[src/rtl/counter_pkg.sv]
// Shared definitions for the counter / countdown_timer timing blocks.
package counter_pkg;

  localparam int unsigned DEFAULT_WIDTH = 4;

  // Countdown timer control states.
  typedef enum logic [1:0] {
    IDLE = 2'd0,
    RUN  = 2'd1,
    HOLD = 2'd2,
    DONE = 2'd3
  } cd_state_t;

endpackage : counter_pkg

[src/rtl/countdown_timer.sv]
// Loadable down-counter with valid/ready start, pause, abort and optional auto-reload.
module countdown_timer
  import counter_pkg::*;
#(
  parameter int unsigned WIDTH       = DEFAULT_WIDTH,
  parameter bit          AUTO_RELOAD = 1'b0
) (
  input  logic             clk,
  input  logic             rst,
  input  logic             load_valid,
  input  logic [WIDTH-1:0] load_value,
  output logic             load_ready,
  input  logic             en,
  input  logic             abort,
  output logic [WIDTH-1:0] cnt,
  output logic             busy,
  output logic             done
);

  cd_state_t        state;
  cd_state_t        state_next;
  logic [WIDTH-1:0] cnt_next;
  logic [WIDTH-1:0] reload_reg;
  logic [WIDTH-1:0] reload_next;

  // Ready is a pure state decode, forced low while reset is asserted.
  assign load_ready = (state == IDLE) && !rst;

  // Next-state and datapath; abort overrides everything, including a same-cycle load.
  always_comb begin
    state_next  = state;
    cnt_next    = cnt;
    reload_next = reload_reg;
    if (abort) begin
      state_next = IDLE;
      cnt_next   = '0;
    end else begin
      unique case (state)
        IDLE: begin
          if (load_valid && load_ready) begin
            cnt_next    = load_value;
            reload_next = load_value;
            if (load_value == '0) begin
              state_next = DONE;
            end else if (en) begin
              state_next = RUN;
            end else begin
              state_next = HOLD;
            end
          end
        end
        RUN: begin
          if (!en) begin
            state_next = HOLD;
          end else begin
            cnt_next = cnt - WIDTH'(1);
            // The 1->0 step always leaves RUN, so the count never wraps.
            if (cnt == WIDTH'(1)) begin
              state_next = DONE;
            end
          end
        end
        HOLD: begin
          if (en) begin
            state_next = RUN;
          end
        end
        DONE: begin
          if (AUTO_RELOAD && (reload_reg != '0)) begin
            cnt_next   = reload_reg;
            state_next = en ? RUN : HOLD;
          end else begin
            state_next = IDLE;
          end
        end
        default: begin
          state_next = IDLE;
          cnt_next   = '0;
        end
      endcase
    end
  end

  // State, count and registered status flags.
  always_ff @(posedge clk or posedge rst) begin
    if (rst) begin
      state      <= IDLE;
      cnt        <= '0;
      reload_reg <= '0;
      done       <= 1'b0;
      busy       <= 1'b0;
    end else begin
      state      <= state_next;
      cnt        <= cnt_next;
      reload_reg <= reload_next;
      done       <= (state_next == DONE);
      busy       <= (state_next != IDLE);
    end
  end

endmodule : countdown_timer

[config.mk]
export PLATFORM = sky130hd
export DESIGN_NAME = countdown_timer
export DESIGN_NICKNAME = d
export VERILOG_FILES = /design/src/rtl/counter_pkg.sv /design/src/rtl/countdown_timer.sv
export SDC_FILE = /design/constraint.sdc
export NUM_CORES = 1
export LEC_CHECK = 0
export ABC_CLOCK_PERIOD_IN_PS = 4610
export CAP_MARGIN = 15
export CORE_AREA = 2 2 39 41
export CTS_CLUSTER_SIZE = 16
export DETAILED_ROUTE_END_ITERATION = 10
export DIE_AREA = 0 0 41 43
export PLACE_DENSITY_LB_ADDON = 0.08
export SKIP_LAST_GASP = 1
export SLEW_MARGIN = 25
export SYNTH_ARGS = -nofsm -noshare
export SYNTH_HDL_FRONTEND = slang
export SYNTH_SLANG_ARGS = --single-unit
[constraint.sdc]
create_clock -name clk -period 4.61 [get_ports clk]
set_clock_uncertainty 0.1 [all_clocks]
set_input_delay 0.6915 -clock clk [delete_from_list [all_inputs] [get_ports clk]]
set_output_delay 0.6915 -clock clk [all_outputs]
set_load 0.01 [all_outputs]
==> results.md, run 1 <==
- Result of the run: complete, no violations
- Pin count of the biggest net entering global routing: 9
- Synth top area cells: sky130_fd_sc_hd__dfrtp_1 41%, sky130_fd_sc_hd__a21oi_1 6.1%, sky130_fd_sc_hd__ha_1 5.1%
- Post-detailed-placement half-perimeter wirelength: 887 um
- Post-CTS Setup Inserts: 0
- Die height: 43 um
- Number of violations reported at the end of detailed-routing iteration 0: 2
- Fraction of the core area covered by cells at the end of the flow: 0.491
- Weighted congestion reported at the end of routability-driven placement: 0.762
- ANT cells: 0
- Areal power density over the cells: 260 nW/um^2
- Internal power: 0.000128 W
- Library cell occupying the most area in the post-synthesis netlist: sky130_fd_sc_hd__dfrtp_1
- Leakage Power: 0.277 nW
- Largest voltage drop on the vdd net: 0.138 mV
- Normalized max-slew margin: 0.777
- Overall routed net length: 1.18 mm
- Number of buffers and inverters on the critical path: 2
- Clock group share of total power: 0.307
- Cell variety after synth: 27
- Routed wire per std cell: 13.6 um
- Worst-case setup margin in the final layout: 1.98 ns
- Clk slew on worst S/H paths: 0.06 ns
- Synthesis-to-layout area growth: 38.5%
- Path class of the lowest-slack min-delay path: reg -> reg
- Share of power burned in registers: 0.449
- DIE AREA: 1760 sq um
- Setup-failing EPs final: 0
- Die Span X: 41 um
- Post-route clock period utilization: 0.571
- Cell repeated most along the worst path: sky130_fd_sc_hd__clkdlybuf4s50_1
- R2r worst-path depth: 4
- Required time worst endpoint: 3.82 ns
- Antenna violations before repair: 0
- Synth async-reset ratio: 1.00
- Clk sinks: 8
- Clock Latency Late Sink: 0.26 ns
- Worst hold start: cnt[1]
- Launching element type of the critical path: input port
- Area share of the largest cell type after synthesis: 0.408
- Cell-by-cell listing of the critical path: clkdlybuf4s50_1 > nor2_1 > clkdlybuf4s50_1
- Synth Net Count: 65
- Fin Setup TNS: 0 ns
- Comb pwr share: 0.244
- Fraction of layout cells with a size suffix above 1: 0.0845
- Post-CTS Resized: 0
- Terminus of the critical flop-to-flop path: cnt[0]
- Actual slew at the worst max-slew pin: 0.333 ns
- Number of buffers added to fix hold violations after cts: 0
- Filler Cells Inserted: 141
- Synth warn: 0
- Setup repair after global routing missed its margin: false
- Number of H-tree branching levels: 1
- Clock tree from TritonCTS: yes
- Most numerous cell in the Yosys netlist: sky130_fd_sc_hd__dfrtp_1
- Number of nets still failing antenna checks after routing: 0
- Maximum clock path buffer count: 2
- Synthesized area per cell: 9.08 sq um
- Net switching share of the total power: 0.278
- IO buf count: 15
- Count of nets after finishing: 84
- Maximum operating frequency: 380 MHz
- Sequential cell area: 200 sq um
- Reported net switching power: 0.0000490 W
- Seq cells post-synth: 8
- Post-route minimum period: 2.63 ns
- Top FF cell, synth: sky130_fd_sc_hd__dfrtp_1
- Count of unresolved DRC violations after routing: 0
- Data arrival at the endpoint of the critical path: 1.84 ns
- Vias in the first global route: 454
- Placeable core region: 1380 sq um
- Number of buffers added by the clock tree synthesis step: 3
- Number of enable flip-flop cells after synthesis: 0
- Count of final max-slew check failures: 0
- Cell type of the slowest stage on the worst timing path: sky130_fd_sc_hd__clkdlybuf4s50_1
- Pre-CTS setup slack: 1.96 ns
- Worst hold stages: 2
- Total via count after detailed routing: 460
- Hold path endpoint: cnt[1]
- Io pins: 16
- Gate count after technology mapping: 54
- Global-route wire length before repair: 1.97 mm
- Sequential-to-total area share from yosys stat: 0.408
- Vias/cell: 5.29
- Footprint of the multi-input gates: 275 sq um
- Worst Path Class, Setup: in -> out
- Worst stage delay on the critical path: 0.53 ns
- Number of failing hold endpoints at the final stage: 0
- Max capacitance violation total: 0
- Starting utilization of the core area: 0.354
- GR Util All Layers: 0.167
- Syn Std Cell Area: 490 sq um
- Library cell used as clock root buffer: sky130_fd_sc_hd__clkbuf_4
- Kind of capture point of the worst setup path: output port
- Largest driver fanout on the critical path: 4
- Critical register-to-register path startpoint: state[0]
- Worst reg-to-reg setup slack: 2.96 ns
- Cell type group with the largest total delay on the critical path: buffers and inverters
- Length of the first detailed-routing pass in iterations: 2
- Number of placement rows: 14
- Total gr overflow: 0
- Most frequent cells after synthesis: 8 x sky130_fd_sc_hd__dfrtp_1, 6 x sky130_fd_sc_hd__a21oi_1, 6 x sky130_fd_sc_hd__nor2_1, 4 x sky130_fd_sc_hd__nand2_1
==> tightest hold or removal path, delay by kind of cell, from the launching register on <==
kind	cells	cell delay, ns
compound gates	1	0.05
simple gates	1	0.07
flops	1	0.41
==> flip-flops by register name, summed over array words and instances (netlist names) <==
register,cells
state,2
busy,1
done,1
cnt,4
==> metal layers <==
layer / vias to the layer above / GRT usage / wire [um] / share of wire
li1: 230 / - / - / -
met2: 14 / 0.256 / 585 / 0.50
met3: 2 / 0.0524 / 60 / 0.051
met1: 214 / 0.201 / 517 / 0.44
met5: - / 0 / 0 / 0
met4: 0 / 0.0800 / 15 / 0.013
==> stage by stage <==
stage	power (W)	hold slack, ns	cell area (sq um)	cells
4_1_cts	0.000178	0.470	679	87
6_report	0.000177	0.468	679	87
3_3_place_gp	0.000123	0.454	657	84
3_5_place_dp	0.000124	0.460	657	84
5_1_grt	0.000188	0.513	679	87
2_1_floorplan	0.000102	0.407	490	54
==> how the worst max path moves through the flow <==
stage / start / end / slack (ns) / cells past startpoint
finish: rst / load_ready / 1.98 / 3
global route: rst / load_ready / 1.91 / 3
CTS: rst / load_ready / 1.96 / 3
detailed placement: rst / load_ready / 1.96 / 3
global placement: rst / load_ready / 1.98 / 3
floorplan: state[0] / load_ready / 2.90 / 2
==> logic make-up after synthesis <==
logic type,count (synthesis),synth area share
simple gates,24,0.304
buf+inv,4,0.0306
flops,8,0.408
compound gates,16,0.207
fa+ha+maj,2,0.0510
==> area by class of cell <==
class / count / area share
inverter: 3 / 0.0166
timing repair buffer: 15 / 0.221
sequential: 8 / 0.295
tap: 16 / 0.0295
multi-input combinational: 42 / 0.405
clock buffer: 3 / 0.0331
==> layout by cell type (no fill, tap or decap), types with 2 or more instances in the layout <==
cell / synthesis / final
sky130_fd_sc_hd__nor2b_1: 2 / 2
sky130_fd_sc_hd__inv_1: 3 / 3
sky130_fd_sc_hd__clkbuf_4: 0 / 3
sky130_fd_sc_hd__nor2_1: 6 / 6
sky130_fd_sc_hd__dfrtp_1: 8 / 8
sky130_fd_sc_hd__ha_1: 2 / 2
sky130_fd_sc_hd__and2b_1: 2 / 2
sky130_fd_sc_hd__clkdlybuf4s50_1: 0 / 15
sky130_fd_sc_hd__a21oi_1: 6 / 6
sky130_fd_sc_hd__o21ai_0: 3 / 3
sky130_fd_sc_hd__nand2_1: 4 / 4
==> power by group through the flow <==
stage	Sequential [W]	Combinational (W)	Clock [W]
CTS	0.0000793	0.0000436	0.0000555
floorplan	0.0000808	0.0000214	0
finish	0.0000793	0.0000431	0.0000542
global placement	0.0000804	0.0000427	0
global route	0.0000799	0.0000476	0.0000606
detailed placement	0.0000805	0.0000431	0
(Power assumes the default switching activity.)
==> run 2: changes to the inputs <==
- ABC_CLOCK_PERIOD_IN_PS: 4610 -> 2800
- clock period: 4.61 -> 2.8 ns (I/O delays scaled with it)
==> results of run 2 <==
Same layout as run 1 (identical final DEF). Status: complete, no violations.
Among the figures that moved: setup slack after placement 1.96 ns -> 0.696 ns; setup slack after layout 1.98 ns -> 0.574 ns; hold slack 0.468 ns -> 0.449 ns; start point of the critical path rst -> state[0]; register-to-register setup slack 2.96 ns -> 1.15 ns; total power 0.000177 W -> 0.000291 W; worst IR drop on VDD 0.138 mV -> 0.228 mV
